File: src/rtl/irt_pkg.sv
// Shared types and sizes for the instruction register table with RAW dependency tracking.
// The table and the writer map are both sized from IRT_BS / IRT_REGNUM.
package irt_pkg;
    localparam int IRT_BS     = 16;
    localparam int IRT_REGNUM = 16;
    localparam int IDX_W      = $clog2(IRT_BS);
    localparam int REG_W      = $clog2(IRT_REGNUM);

    typedef logic [IDX_W-1:0] idx_t;
    typedef logic [REG_W-1:0] reg_t;

    typedef struct packed {
        logic              valid;
        reg_t              rd;
        reg_t              rs1;
        reg_t              rs2;
        logic [IRT_BS-1:0] dep;
    } entry_t;

    localparam reg_t REG_ZERO = '0;
endpackage

File: src/rtl/irt_writer_map.sv
// Youngest-writer map: per architectural register, whether a table slot will produce it and which one.
// Two combinational read ports, one insert write port and one conditional retire clear; r0 is never written.
module irt_writer_map
    import irt_pkg::*;
(
    input  logic clk,
    input  logic rst,
    input  logic flush,
    input  reg_t rd_a_reg,
    output logic rd_a_valid,
    output idx_t rd_a_idx,
    input  reg_t rd_b_reg,
    output logic rd_b_valid,
    output idx_t rd_b_idx,
    input  logic wr_en,
    input  reg_t wr_reg,
    input  idx_t wr_idx,
    input  logic clr_en,
    input  reg_t clr_reg,
    input  idx_t clr_idx
);

    logic [IRT_REGNUM-1:0] wv_q, wv_d;
    idx_t                  widx_q [IRT_REGNUM];
    idx_t                  widx_d [IRT_REGNUM];

    assign rd_a_valid = wv_q[rd_a_reg];
    assign rd_a_idx   = widx_q[rd_a_reg];
    assign rd_b_valid = wv_q[rd_b_reg];
    assign rd_b_idx   = widx_q[rd_b_reg];

    // The write is applied after the clear so a same-cycle insert of the same register wins.
    always_comb begin
        wv_d   = wv_q;
        widx_d = widx_q;
        if (flush) begin
            wv_d = '0;
        end else begin
            if (clr_en && wv_q[clr_reg] && (widx_q[clr_reg] == clr_idx)) begin
                wv_d[clr_reg] = 1'b0;
            end
            if (wr_en && (wr_reg != REG_ZERO)) begin
                wv_d[wr_reg]   = 1'b1;
                widx_d[wr_reg] = wr_idx;
            end
        end
        wv_d[0] = 1'b0;
    end

    always_ff @(posedge clk or posedge rst) begin
        if (rst) begin
            wv_q <= '0;
            for (int r = 0; r < IRT_REGNUM; r++) begin
                widx_q[r] <= '0;
            end
        end else begin
            wv_q   <= wv_d;
            widx_q <= widx_d;
        end
    end

endmodule

File: src/rtl/irt_dep_table.sv
// Instruction register table: slot storage, RAW dependency masks, readiness and occupancy.
// Optional IRT_FLUSH_EN adds a flush input that empties the table, overriding same-cycle insert/retire.
module irt_dep_table
    import irt_pkg::*;
#(
    parameter int BS     = IRT_BS,
    parameter int REGNUM = IRT_REGNUM
) (
    input  logic                      clk,
    input  logic                      rst,
`ifdef IRT_FLUSH_EN
    input  logic                      flush,
`endif
    input  logic                      ins_valid,
    output logic                      ins_ready,
    input  logic [$clog2(BS)-1:0]     ins_idx,
    input  logic [$clog2(REGNUM)-1:0] ins_rd,
    input  logic [$clog2(REGNUM)-1:0] ins_rs1,
    input  logic [$clog2(REGNUM)-1:0] ins_rs2,
    input  logic                      ret_valid,
    input  logic [$clog2(BS)-1:0]     ret_idx,
    input  logic [$clog2(BS)-1:0]     q_idx,
    output logic                      q_valid,
    output logic [$clog2(REGNUM)-1:0] q_rd,
    output logic [$clog2(REGNUM)-1:0] q_rs1,
    output logic [$clog2(REGNUM)-1:0] q_rs2,
    output logic [BS-1:0]             q_dep,
    output logic [BS-1:0]             entry_ready,
    output logic [$clog2(BS):0]       occupancy
);

    entry_t               slot_q [BS];
    entry_t               slot_d [BS];
    entry_t               look_q, look_d;
    logic [$clog2(BS):0]  occ_q, occ_d;
    logic                 flush_w;
    logic                 ins_fire, ret_fire;
    logic                 rs1_wv, rs2_wv;
    idx_t                 rs1_widx, rs2_widx;
    logic [BS-1:0]        new_dep;

`ifdef IRT_FLUSH_EN
    assign flush_w = flush;
`else
    assign flush_w = 1'b0;
`endif

    assign ins_ready = ~slot_q[ins_idx].valid & ~rst;
    assign ins_fire  = ins_valid & ins_ready;
    assign ret_fire  = ret_valid & slot_q[ret_idx].valid;

    irt_writer_map u_writer_map (
        .clk        (clk),
        .rst        (rst),
        .flush      (flush_w),
        .rd_a_reg   (ins_rs1),
        .rd_a_valid (rs1_wv),
        .rd_a_idx   (rs1_widx),
        .rd_b_reg   (ins_rs2),
        .rd_b_valid (rs2_wv),
        .rd_b_idx   (rs2_widx),
        .wr_en      (ins_fire),
        .wr_reg     (ins_rd),
        .wr_idx     (ins_idx),
        .clr_en     (ret_fire),
        .clr_reg    (slot_q[ret_idx].rd),
        .clr_idx    (ret_idx)
    );

    // Dependencies use the writer map before this edge's update; a retiring producer is bypassed.
    always_comb begin
        new_dep = '0;
        if ((ins_rs1 != REG_ZERO) && rs1_wv) new_dep[rs1_widx] = 1'b1;
        if ((ins_rs2 != REG_ZERO) && rs2_wv) new_dep[rs2_widx] = 1'b1;
        if (ret_fire)                        new_dep[ret_idx]  = 1'b0;
    end

    always_comb begin
        slot_d = slot_q;
        if (flush_w) begin
            for (int i = 0; i < BS; i++) begin
                slot_d[i].valid = 1'b0;
                slot_d[i].dep   = '0;
            end
        end else begin
            if (ret_fire) begin
                slot_d[ret_idx].valid = 1'b0;
                for (int i = 0; i < BS; i++) begin
                    slot_d[i].dep[ret_idx] = 1'b0;
                end
            end
            if (ins_fire) begin
                slot_d[ins_idx] = '{valid: 1'b1, rd: ins_rd, rs1: ins_rs1,
                                    rs2: ins_rs2, dep: new_dep};
            end
        end
    end

    always_comb begin
        occ_d = occ_q;
        if (flush_w) begin
            occ_d = '0;
        end else begin
            unique case ({ins_fire, ret_fire})
                2'b10:   occ_d = occ_q + 1'b1;
                2'b01:   occ_d = occ_q - 1'b1;
                default: occ_d = occ_q;
            endcase
        end
    end

    assign look_d = slot_q[q_idx];

    always_ff @(posedge clk or posedge rst) begin
        if (rst) begin
            for (int i = 0; i < BS; i++) begin
                slot_q[i] <= '0;
            end
            look_q <= '0;
            occ_q  <= '0;
        end else begin
            slot_q <= slot_d;
            look_q <= look_d;
            occ_q  <= occ_d;
        end
    end

    always_comb begin
        entry_ready = '0;
        for (int i = 0; i < BS; i++) begin
            entry_ready[i] = slot_q[i].valid & ~|slot_q[i].dep;
        end
    end

    assign q_valid   = look_q.valid;
    assign q_rd      = look_q.rd;
    assign q_rs1     = look_q.rs1;
    assign q_rs2     = look_q.rs2;
    assign q_dep     = look_q.dep;
    assign occupancy = occ_q;

endmodule

File: config.mk
export PLATFORM = sky130hd
export DESIGN_NAME = irt_dep_table
export DESIGN_NICKNAME = d
export VERILOG_FILES = /design/src/rtl/irt_pkg.sv /design/src/rtl/irt_writer_map.sv /design/src/rtl/irt_dep_table.sv
export SDC_FILE = /design/constraint.sdc
export NUM_CORES = 2
export LEC_CHECK = 0
export CORE_ASPECT_RATIO = 0.9
export CORE_MARGIN = 4
export CORE_UTILIZATION = 60
export CTS_BUF_LIST = sky130_fd_sc_hd__clkbuf_16
export DETAILED_ROUTE_END_ITERATION = 8
export GPL_TIMING_DRIVEN = 0
export PLACE_DENSITY_LB_ADDON = 0.1
export SYNTH_ARGS = -nofsm -noshare
export SYNTH_HDL_FRONTEND = slang
export SYNTH_SLANG_ARGS = --single-unit
File: constraint.sdc
create_clock -name clk -period 25.4 [get_ports clk]
set_input_delay 5.08 -clock clk [delete_from_list [all_inputs] [get_ports clk]]
set_output_delay 5.08 -clock clk [all_outputs]
set_load 0.1 [all_outputs]
==> flow_summary_export.csv <==
group,metric,value,unit
place,hpwl,68.3,mm
timing,skew,13.1,ps
floorplan,die_x,239,um
power_and_ir_drop,internal_power,2.12,mW
clock_network,clkSinkCount,577,
finish,final_cell_area,32400,sq um
timing,hold_violations,0,
drt,vias,21509,
timing,period_share,0.501,
floorplan,initial_core_util,0.605,
global_routing,grt_overflow_total,0,
finish,fin_nets,2398,
global_routing,grt_pass1_wl,142,mm
drt,first_pass_iters,8,
outcome,outcome,"finished clean",
drt,vias_per_cell,7.08,
finish,stdcell_count,3036,
synthesis,synth_area_leaders,"dfrtp_1, mux4_2, mux2_2, a211oi_1, nor2_1",
timing,holdWs,492,ps
timing,setup_ws,12680,ps
global_routing,first_global_vias,21859,
synthesis,ys_types,56,
power_and_ir_drop,swShare,0.360,
clock_network,cts_root_buf,"clkbuf_16",
timing,min_period,12720,ps
clock_network,post_cts_buffers,0,
synthesis,synth-seq-cells,577,
place,routabilityCongestion,1.01,
clock_network,cts_tree,"done",
synthesis,avgSynthCellArea,12.9,sq um
place,io_buffers,67,
floorplan,core-area,47700,sq um
clock_network,htree_num_levels,2,
synthesis,synthArstFlopShare,1.00,
setup_path,cp_max_fo,8,
synthesis,synth_seq_area_share,0.500,
place,place_ws,12690,ps
synthesis,synth_edf_count,0,
power_and_ir_drop,clock_power_share,0.262,
floorplan,die_y,216,um
clock_network,cts_resized,0,
setup_path,critPathKind,"in -> out",
timing,setup_tns,0,ps
clock_network,clock_latency,640,ps
floorplan,rows,76,
timing,rsz0062_at_grt,"no",
drt,first_iter_violations,2713,
power_and_ir_drop,power,3.30,mW
setup_path,worstPathArrival,7640,ps
drt,routed_wl,94.9,mm
timing,slew_viol_final,0,
clock_network,numCtsBuffers,59,
synthesis,syn-cell-area,28900,sq um
power_and_ir_drop,peakVddDrop,0.0000613,V
drt,avgRoutedWirePerCell,31.3,um
power_and_ir_drop,powerDensity,102,nW/um^2
power_and_ir_drop,p_sw,1.19,mW
global_routing,track_usage,0.371,
finish,nFillCells,3424,
power_and_ir_drop,p_comb_frac,0.315,
global_routing,antenna_found_initial,1,
floorplan,pin_count,79,
setup_path,crit_path_end_kind,"primary output",
power_and_ir_drop,leakagePower,13.5,nW
worst_hold_path,hp-class,"reg -> reg",
place,dp_cells,2927,
clock_network,clk_pin_slew_worst_paths,60,ps
synthesis,ys_dominant_reg_cell,"dfrtp_1",
finish,syn2layout_area_growth,12.0,%
finish,drive_above_1_share,0.271,
synthesis,yosys_warnings,0,
clock_network,ctsHoldBuffers,0,
drt,drc,0,
floorplan,die-area,51700,sq um
synthesis,syn_nets,2265,
setup_path,cp_data_required_time,20320,ps
synthesis,synth.largest_area_cell,"dfrtp_1",
clock_network,clockBufferDepth,3,
timing,max_freq,78.6,MHz
run,max_cap_viol_count,0,
power_and_ir_drop,p_seq_frac,0.422,
synthesis,netlist.area_leader.share,0.500,
synthesis,syn_inst,2232,
finish,utilization,0.678,
timing,relSlewSlack,0.0968,
setup_path,start_kind,"primary input",
timing,setup_viol,0,
timing,worst_pin_slew,1350,ps
drt,antenna_left,0,
place,placed_area,30500,sq um
global_routing,grt_start_max_net_pins,126,
==> registers in the layout, indices dropped and copies added, names as in the netlist <==
name	count
u_writer_map.wv_q	15
q_rs2	4
slot_q	464
q_valid	1
u_writer_map.widx_q	64
q_rd	4
occupancy	5
q_dep	16
q_rs1	4
==> layout make-up <==
type | count | area, sq um | area share
repair buffers | 72 | 796 | 0.0246
clock inverters | 47 | 378 | 0.0117
clock buffers | 60 | 1500 | 0.0464
flip-flops and latches | 577 | 14400 | 0.446
inverters | 21 | 86.3 | 0.00267
diodes | 1 | 2.50 | 0.0000773
multi-input cells | 1430 | 13500 | 0.417
well taps | 624 | 781 | 0.0241
plain buffers | 204 | 893 | 0.0276
==> Yosys cell counts, types with 6 or more instances <==
cell,count
buf_2,45
nor2_2,6
nor2_1,321
buf_4,8
nor4_1,63
mux2i_1,31
o22a_1,17
a211oi_1,247
a21oi_1,8
dfrtp_1,577
mux2_2,238
clkbuf_1,138
a211oi_2,15
inv_1,20
o21ai_0,9
mux4_2,224
nor2b_1,7
o22ai_1,15
nor3_1,21
buf_1,8
nand4_1,16
a31oi_1,15
nand2b_1,17
nand3_1,11
nand2_1,84
or2_2,10
==> cell usage in the layout, fill, tap and decap left out, types with 5 or more instances in the layout <==
master	synthesis	layout
buf_2	45	45
a21oi_1	8	8
nor3_1	21	21
buf_1	8	6
nor2_1	321	321
nor2b_1	7	7
nand2b_1	17	17
bufinv_16	0	6
a211oi_1	247	247
inv_1	20	32
clkinv_2	0	9
clkinv_1	0	14
a31oi_1	15	15
or2_2	10	10
nand2_1	84	84
nand3_1	11	11
o21ai_0	9	9
mux4_2	224	224
buf_6	5	5
dfrtp_1	577	577
o22ai_1	15	15
mux2i_1	31	31
xor2_1	5	5
mux2_2	238	238
clkbuf_1	138	137
a211oi_2	15	15
clkdlybuf4s50_1	0	67
nand4_1	16	16
clkbuf_16	0	60
nor4_1	63	63
o21bai_1	5	5
nor2_2	6	6
buf_4	8	8
o22a_1	17	17
==> power by group through the flow <==
stage / sequential (mW) / combinational (mW) / clock [mW]
6_report: 1.39 / 1.04 / 0.866
5_1_grt: 1.42 / 1.10 / 0.905
4_1_cts: 1.38 / 1.03 / 0.869
3_5_place_dp: 1.40 / 1.02 / 0
3_3_place_gp: 1.38 / 0.995 / 0
2_1_floorplan: 1.47 / 0.635 / 0
==> cells by family after synthesis <==
logic type | count (synthesis) | synth area share
AO/OA/AOI/OAI | 344 | 0.0913
XOR/XNOR | 7 | 0.00212
adder cells (fa/ha/maj) | 5 | 0.00243
buffers and inverters | 225 | 0.0335
flip-flops | 577 | 0.500
multiplexers | 495 | 0.279
AND/OR/NAND/NOR | 579 | 0.0916
==> critical path: stages <==
cell,delay [ps]
clkbuf_1,320
mux4_2,390
mux4_2,550
nor2_1,140
clkdlybuf4s50_1,1150
==> metal layers <==
layer	global-route usage	share of wire	wire, um
met5	0	0	0
met4	0.190	0.059	5620
met3	0.0847	0.10	9600
met2	0.559	0.46	43300
met1	0.514	0.38	36400
==> path summary, 6_finish.rpt <==
check                              from              endpoint  slack, ps  depth (start not counted)
setup reg to reg            slot_q[260]            slot_q[26]      20990                          8
min in group asynchronous           rst  u_writer_map.wv_q[6]       5020                          2
setup / recovery             ins_idx[1]             ins_ready      12680                          5
hold / removal             occupancy[4]          occupancy[4]        490                          1
max in group asynchronous           rst           slot_q[440]      19230                          3
hold reg to reg            occupancy[4]          occupancy[4]        490                          1
Power figures use the tool's default switching activity.
